### config.mk
export PLATFORM = sky130hd
export DESIGN_NAME = dmem_arbiter
export DESIGN_NICKNAME = d
export VERILOG_FILES = /design/src/rtl/dmem_arb_pkg.sv /design/src/rtl/dmem_align_chk.sv /design/src/rtl/dmem_arbiter.sv
export SDC_FILE = /design/constraint.sdc
export NUM_CORES = 1
export LEC_CHECK = 0
export CORE_AREA = 2 2 236 238
export CTS_CLUSTER_DIAMETER = 40
export DETAILED_ROUTE_END_ITERATION = 12
export DIE_AREA = 0 0 238 240
export SYNTH_ARGS = -nofsm -noshare
export SYNTH_HDL_FRONTEND = slang
export SYNTH_SLANG_ARGS = --single-unit
### constraint.sdc
create_clock -name clk -period 11.5 [get_ports clk]
set_input_delay 2.3 -clock clk [delete_from_list [all_inputs] [get_ports clk]]
set_output_delay 2.3 -clock clk [all_outputs]
set_load 0.1 [all_outputs]
### src/rtl/dmem_arb_pkg.sv
// Shared types and codes for the data-memory arbiter.
package dmem_arb_pkg;

    // Access size codes carried in func3[1:0].
    localparam logic [1:0] SZ_B = 2'd0;
    localparam logic [1:0] SZ_H = 2'd1;
    localparam logic [1:0] SZ_W = 2'd2;
    localparam logic [1:0] SZ_D = 2'd3;

    typedef enum logic {
        IDLE    = 1'b0,
        RD_WAIT = 1'b1
    } state_e;

    typedef enum logic {
        OWN_CPU = 1'b0,
        OWN_DMA = 1'b1
    } owner_e;

endpackage

### src/rtl/dmem_align_chk.sv
// Natural-alignment check for one requester's byte address and access size.
module dmem_align_chk
    import dmem_arb_pkg::*;
(
    input  logic [2:0] addr,
    input  logic [2:0] func3,
    output logic       misaligned
);

    // The sign bit of func3 does not affect alignment.
    logic unused_sign;
    assign unused_sign = func3[2];

    // Any nonzero address bit below the access size is misaligned.
    always_comb begin
        misaligned = 1'b0;
        unique case (func3[1:0])
            SZ_B: misaligned = 1'b0;
            SZ_H: misaligned = addr[0];
            SZ_W: misaligned = |addr[1:0];
            SZ_D: misaligned = |addr[2:0];
        endcase
    end

endmodule

### src/rtl/dmem_arbiter.sv
// Two-requester (cpu, dma) arbiter for the single-port data memory subsystem.
// Loads keep address and func3 stable until the registered read data returns.
module dmem_arbiter
    import dmem_arb_pkg::*;
#(
    parameter int unsigned ADDR_W   = 64,
    parameter int unsigned DATA_W   = 64,
    parameter int unsigned RD_LAT   = 1,
    parameter int unsigned MAX_WAIT = 8
) (
    input  logic              clk,
    input  logic              rst,
    input  logic              cpu_req,
    input  logic              cpu_we,
    input  logic [ADDR_W-1:0] cpu_addr,
    input  logic [DATA_W-1:0] cpu_wdata,
    input  logic [2:0]        cpu_func3,
    output logic              cpu_gnt,
    output logic              cpu_rvalid,
    output logic [DATA_W-1:0] cpu_rdata,
    output logic              cpu_err,
    input  logic              dma_req,
    input  logic              dma_we,
    input  logic [ADDR_W-1:0] dma_addr,
    input  logic [DATA_W-1:0] dma_wdata,
    input  logic [2:0]        dma_func3,
    output logic              dma_gnt,
    output logic              dma_rvalid,
    output logic [DATA_W-1:0] dma_rdata,
    output logic              dma_err,
    output logic              mem_we,
    output logic              mem_re,
    output logic [ADDR_W-1:0] mem_addr,
    output logic [DATA_W-1:0] mem_data,
    output logic [2:0]        mem_func3,
    input  logic [DATA_W-1:0] mem_rdata
);

    localparam int unsigned WAIT_W = $clog2(MAX_WAIT + 1);
    localparam int unsigned LAT_W  = $clog2(RD_LAT + 1);
    localparam logic [WAIT_W-1:0] WAIT_MAX = WAIT_W'(MAX_WAIT);
    localparam logic [WAIT_W-1:0] WAIT_ONE = WAIT_W'(1);
    localparam logic [LAT_W-1:0]  LAT_INIT = LAT_W'(RD_LAT);
    localparam logic [LAT_W-1:0]  LAT_ONE  = LAT_W'(1);

    state_e              state_q;
    owner_e              owner_q;
    logic [LAT_W-1:0]    rd_cnt_q;
    logic [WAIT_W-1:0]   wait_cnt_q;
    // Last issued access; doubles as the held read address/func3 during RD_WAIT.
    logic [ADDR_W-1:0]   addr_q;
    logic [DATA_W-1:0]   data_q;
    logic [2:0]          func3_q;

    logic                cpu_mis, dma_mis;
    logic                idle, cpu_win, dma_win;
    logic                win_we, win_mis;
    logic [ADDR_W-1:0]   win_addr;
    logic [DATA_W-1:0]   win_data;
    logic [2:0]          win_func3;
    logic                issue, store, load, rd_done;

    dmem_align_chk u_cpu_chk (
        .addr       (cpu_addr[2:0]),
        .func3      (cpu_func3),
        .misaligned (cpu_mis)
    );

    dmem_align_chk u_dma_chk (
        .addr       (dma_addr[2:0]),
        .func3      (dma_func3),
        .misaligned (dma_mis)
    );

    // Winner selection: dma only beats a concurrent cpu request once starved.
    always_comb begin
        idle    = (state_q == IDLE) && !rst;
        dma_win = idle && dma_req && (!cpu_req || (wait_cnt_q >= WAIT_MAX));
        cpu_win = idle && cpu_req && !dma_win;
        if (dma_win) begin
            win_we    = dma_we;
            win_mis   = dma_mis;
            win_addr  = dma_addr;
            win_data  = dma_wdata;
            win_func3 = dma_func3;
        end else begin
            win_we    = cpu_we;
            win_mis   = cpu_mis;
            win_addr  = cpu_addr;
            win_data  = cpu_wdata;
            win_func3 = cpu_func3;
        end
        issue   = (cpu_win || dma_win) && !win_mis;
        store   = issue && win_we;
        load    = issue && !win_we;
        rd_done = (state_q == RD_WAIT) && (rd_cnt_q == LAT_ONE);
    end

    assign cpu_gnt    = cpu_win;
    assign dma_gnt    = dma_win;
    assign cpu_err    = cpu_win && cpu_mis;
    assign dma_err    = dma_win && dma_mis;
    assign cpu_rvalid = rd_done && (owner_q == OWN_CPU);
    assign dma_rvalid = rd_done && (owner_q == OWN_DMA);
    assign cpu_rdata  = cpu_rvalid ? mem_rdata : '0;
    assign dma_rdata  = dma_rvalid ? mem_rdata : '0;

    assign mem_we    = store;
    assign mem_re    = load || (state_q == RD_WAIT);
    assign mem_addr  = issue ? win_addr : addr_q;
    assign mem_data  = store ? win_data : data_q;
    assign mem_func3 = issue ? win_func3 : func3_q;

    // Read FSM, held access fields and dma starvation counter.
    always_ff @(posedge clk or posedge rst) begin
        if (rst) begin
            state_q    <= IDLE;
            owner_q    <= OWN_CPU;
            rd_cnt_q   <= '0;
            wait_cnt_q <= '0;
            addr_q     <= '0;
            data_q     <= '0;
            func3_q    <= '0;
        end else begin
            if (issue) begin
                addr_q  <= win_addr;
                func3_q <= win_func3;
            end
            if (store) begin
                data_q <= win_data;
            end
            case (state_q)
                IDLE: begin
                    if (load) begin
                        state_q  <= RD_WAIT;
                        rd_cnt_q <= LAT_INIT;
                        owner_q  <= dma_win ? OWN_DMA : OWN_CPU;
                    end
                end
                RD_WAIT: begin
                    rd_cnt_q <= rd_cnt_q - LAT_ONE;
                    if (rd_done) begin
                        state_q <= IDLE;
                    end
                end
                default: state_q <= IDLE;
            endcase
            if (dma_req && !dma_win) begin
                if (wait_cnt_q != WAIT_MAX) begin
                    wait_cnt_q <= wait_cnt_q + WAIT_ONE;
                end
            end else begin
                wait_cnt_q <= '0;
            end
        end
    end

endmodule

======== After elaboration in Yosys (flattened, before gate mapping) ========
Index checks and enable logic that the tools add are counted.
word-level totals
  register bits after elaboration ......... 138
  input bits .............................. 332
  output and inout bits ................... 267
  logic and storage cells ................. 70
operators by class
  add/sub/neg operators ................... 2
  $lt $le $gt $ge ......................... 1
  equality and inequality tests ........... 9
  multiplexer cells ....................... 20
  bitwise logic cells ..................... 2
  reductions and logical operators ........ 29
operators by type and width
  kind                                                              number
  64-bit two-way mux                                                6
  1-bit logical AND                                                 14
  2-bit == test (second input constant)                             4
  4-bit two-way mux                                                 2
  1-bit case mux with 4 select lines                                2
  1-bit two-way mux                                                 6
  3-bit two-way mux                                                 2
  3-bit OR reduction                                                2
  1-bit logical NOT                                                 5
  4-bit by 1-bit adder with 4-bit output (second input constant)    1
  2-bit by 1-bit == test with 1-bit output (second input constant)  2
  4-bit greater-or-equal comparator (second input constant)         1
  2-bit logical NOT                                                 2
  4-bit != test (second input constant)                             1
  1-bit case mux with 2 select lines                                2
  2-bit OR reduction                                                2
  1-bit logical OR                                                  3
  2-bit by 1-bit != test with 1-bit output (second input constant)  1
  2-bit != test (second input constant)                             1
  1-bit NOT                                                         2
  2-bit AND reduction                                               1
  1-bit subtractor (second input constant)                          1

======== Longest topological paths before layout ========
  depth in word-level cells ............... 11
  mapped depth ............................ 8
  depth with buffers taken out ............ 6

======== Modules after synthesis ========
From an unflattened synthesis, not the netlist that was laid out.
second synthesis, totals
  cells, all modules ...................... 953
  area total of the unflattened synthesis .. 8114.0 um^2
modules (own cells, without submodules)
  module          times used  cells an instance  area each (um^2)  seq. area each (um^2)
  dmem_arbiter    1           947                8071.5            3453.3
  dmem_align_chk  2           3                  21.3              0.0

======== Worst setup path before layout ========
Ideal clock, no wire load.
  path type ............................... input to output
  from .................................... input port dma_req
  to ...................................... output port cpu_err
  arrival time ............................ 5.614 ns
  required time ........................... 9.200 ns
  setup slack ............................. 3.586 ns
  cell stages on the path ................. 3
  path buffers ............................ 0
  cell sequence ........................... a211oi_2 > and2_1 > nor3b_1
on the way
  word-level cells in the longest chain between the ends .. 5
RTL lines
  what                             line                 text
  start, declared                  dmem_arbiter.sv:22   input logic dma_req,
  1-bit logical AND (2 in series)  dmem_arbiter.sv:78   dma_win = idle && dma_req && (!cpu_req || (wait_cnt_q >= WAIT_MAX));
  1-bit logical NOT                dmem_arbiter.sv:79   cpu_win = idle && cpu_req && !dma_win;
  1-bit logical AND                dmem_arbiter.sv:79
  via cpu_gnt                      dmem_arbiter.sv:18   output logic cpu_gnt,
  1-bit logical AND                dmem_arbiter.sv:101  assign cpu_err = cpu_win && cpu_mis;
  end, declared                    dmem_arbiter.sv:21   output logic cpu_err,
The timed path passes the listed nets, and every way through them passes these cells.

======== Worst setup path in the final report ========
  from .................................... input port cpu_func3[0]
  to ...................................... output port mem_data[57]
on the way
  word-level cells in the longest chain between the ends .. 7
  elaborated cells on any way between the ends .. 10
  those cells by class .................... eq/ne: 3; mux: 3; reduce/logical: 4
RTL lines
  what                                         line                  text
  start, declared                              dmem_arbiter.sv:17    input logic [2:0] cpu_func3,
  2-bit == test, or another cell as far along  dmem_align_chk.sv:17  unique case (func3[1:0])
  1-bit case mux with 4 select lines (*)       dmem_align_chk.sv:17
  1-bit two-way mux (*)                        dmem_arbiter.sv:80    if (dma_win) begin
  1-bit logical NOT (*)                        dmem_arbiter.sv:93    issue = (cpu_win || dma_win) && !win_mis;
  1-bit logical AND (*)                        dmem_arbiter.sv:93
  1-bit logical AND (*)                        dmem_arbiter.sv:94    store = issue && win_we;
  64-bit two-way mux (*)                       --
  end, declared                                dmem_arbiter.sv:34    output logic [DATA_W-1:0] mem_data,
Every way passes the cells marked *; elsewhere a longest branch is shown, timed or not.

==> key figures <==
Hold path
  • Worst Hold Class: reg2reg

Clock network
  • Root Buffer Master: clkbuf_16
  • Clock sink count: 138
  • Insertion delay to the later sink of the worst-skew pair: 0.48 ns
  • Clock Path Buffers: 2
  • CTS tree: yes
  • Post-CTS Hold Fix Bufs: 0
  • Num CTS Buffers: 17
  • Number of H-tree levels: 4
  • Setup bufs post-CTS: 0
  • Worst-path clk slew: 0.06 ns
  • Post-CTS resize count: 0

Routing
  • DR vias: 8921
  • Wirelength, routed: 40.9 mm
  • # DRC: 0
  • Final antenna-violating net count: 0
  • Number of DRC markers in iteration 0: 440
  • First-pass DRT Iterations: 5
  • Via density: 4.07
  • Routed len/inst: 18.7 um

Synthesis
  • Top FF cell, synth: dfrtp_1
  • Post-synth EDFFs: 0
  • Netlist Area Pre-Place: 7540 um^2
  • Synth warn: 0
  • Library cells used by synthesis: 30
  • Async S/R FF share, synth: 100%
  • Seq/Total Area, Yosys: 45.8%
  • Syn Area/Cell: 8.15 um^2
  • #FFs+latches synth: 138
  • Syn nets: 1259
  • Syn Inst Count: 925

STA
  • Final Critical Period: 9.35 ns
  • Final period util: 81.3%
  • Fin. Hold Viols: 0
  • Worst Hold Slack: 0.506 ns
  • Fmax achieved: 0.107 GHz
  • Slew headroom: 21.4%
  • Setup violations, final: 0
  • Worst setup margin: 2.15 ns
  • RSZ-0062 raised after global routing: no
  • Worst-case clock skew: 0.0170 ns
  • Slew Limit Fails: 0
  • Least-Margin Pin Slew: 1.18 ns
  • Fin Setup TNS: 0 ns

Global routing
  • Initial antenna violation count: 13
  • GR Overflow Total: 0
  • Vias in the first global route: 8710
  • GRT Util Overall: 13.8%
  • Largest net degree at the start of global routing: 103
  • First-pass GRT wire length: 57.6 mm

Job
  • MaxCap Viol Count: 0

Floorplanning
  • Core area: 54700 um^2
  • Ports: 599
  • Die Span X: 238 um
  • Die area: 57100 um^2
  • Row count: 86
  • Starting density of the core: 13.8%
  • Die Height: 240 um

Pwr
  • Seq pwr share: 20.1%
  • Power density cells: 232 nW/um^2
  • Psw: 1.95 mW
  • Total power: 3.41 mW
  • Switching share of total power: 57.0%
  • Static Leak: 5.69 nW
  • Int Power: 1.47 mW
  • VDD IR max: 0.000161 V
  • Clock power frac: 16.7%
  • Gate power share: 63.2%

Placed design
  • Placement Setup Slack: 2.16 ns
  • Placed cells: 2153
  • DP HPWL: 30.8 mm
  • RD Place Congestion: 0.928
  • Port Buffers: 598

Worst setup path
  • Setup slack, reg-to-reg: 8.20 ns
  • CP endpoint kind: primary output
  • Worst-path fanout max: 65
  • Setup Crit Path Kind: in2out
  • WP data required: 9.20 ns
  • Startpoint Class: input port
  • Critical Path AT: 7.05 ns

Cells and area
  • Nets: 1802
  • Non-Filler Instances: 2190
  • Fraction of layout cells with a size suffix above 1: 3.51%
  • Most frequent cells in the layout: clkdlybuf4s50_1 (597), nand2_1 (269), dfrtp_1 (138)
  • Most common cell after layout, fill and taps aside: clkdlybuf4s50_1
  • Area growth syn-to-layout: 94.9%

Status
  • Outcome: completed
metal layers:
layer  vias up  global-route usage (%)  wire length [um]
li1       4231                       -                 -
met5         -                       0                45
met3        53                    5.30              3550
met1      4220                    17.5             17800
met2       409                    21.2             18600
met4         8                    5.11               909
worst max-delay path, cell delays in order:
cell and delay [ns]:
clkdlybuf4s50_1 0.70, a21oi_1 0.16, o211a_2 0.29, o211ai_4 0.17, buf_4 0.62, nand2_2 0.76, buf_4 0.49, a32oi_1 0.28
clkdlybuf4s50_1 1.19
power groups by stage:
stage          sequential, mW  combinational (mW)  clock [mW]
2_1_floorplan           0.691                1.61           0
3_3_place_gp            0.690                2.15           0
3_5_place_dp            0.695                2.16           0
4_1_cts                 0.687                2.17       0.601
5_1_grt                 0.701                2.23       0.616
6_report                0.686                2.16       0.570
registers in the layout, summed over array words and instances (netlist names):
name / flops
owner_q: 1
data_q: 64
addr_q: 64
wait_cnt_q: 4
func3_q: 3
state_q: 1
rd_cnt_q: 1
cell usage after synthesis (2+ instances only):
| cell type | instances | area, um^2 |
|---|---|---|
| buf_6 | 7 | 78.8 |
| and2_1 | 129 | 807 |
| a32oi_1 | 64 | 561 |
| inv_1 | 5 | 18.8 |
| buf_2 | 31 | 155 |
| buf_4 | 8 | 60.1 |
| a21oi_1 | 69 | 345 |
| ha_1 | 2 | 25.0 |
| clkbuf_1 | 38 | 143 |
| nand2_1 | 270 | 1010 |
| dfrtp_1 | 138 | 3450 |
| o21a_1 | 2 | 15.0 |
| o21ai_0 | 2 | 10.0 |
| a211oi_2 | 2 | 25.0 |
| a31oi_1 | 67 | 419 |
| nor2_1 | 75 | 282 |
| a21o_1 | 3 | 22.5 |
area by class of cell:
class	count	area, um^2
antenna	5	12.5
clock buffer	22	464
clock inverter	10	116
fill	5828	40000
inverter	6	30.0
multi-input combinational	696	3650
sequential	138	3450
tap	704	881
timing repair buffer	609	6080
path summary, 6_finish.rpt:
check | end | cells past startpoint | from
max | mem_data[57] | 9 | cpu_func3[0]
min | state_q | 1 | rd_cnt_q
max reg2reg | data_q[57] | 8 | wait_cnt_q[3]
min reg2reg | state_q | 1 | rd_cnt_q
max in group asynchronous | addr_q[44] | 3 | rst
min in group asynchronous | data_q[6] | 2 | rst
metrics by stage:
step	cell area (um^2)	utilization (%)
floorplan	7540	-
global placement	14100	25.8
detailed placement	14100	25.8
CTS	14700	26.8
global route	14700	26.9
finish	14700	26.9
cells by family after synthesis:
kind of cell             Yosys count  share of synthesized area (%)
XOR/XNOR                           2                          0.232
multiplexers                       2                          0.282
flip-flops                       138                           45.8
AND/OR/NAND/NOR                  479                           28.4
adder cells (fa/ha/maj)            2                          0.332
buffers and inverters             91                           6.14
AO/OA/AOI/OAI                    211                           18.8
No activity file was read; power rests on OpenSTA's default activity.
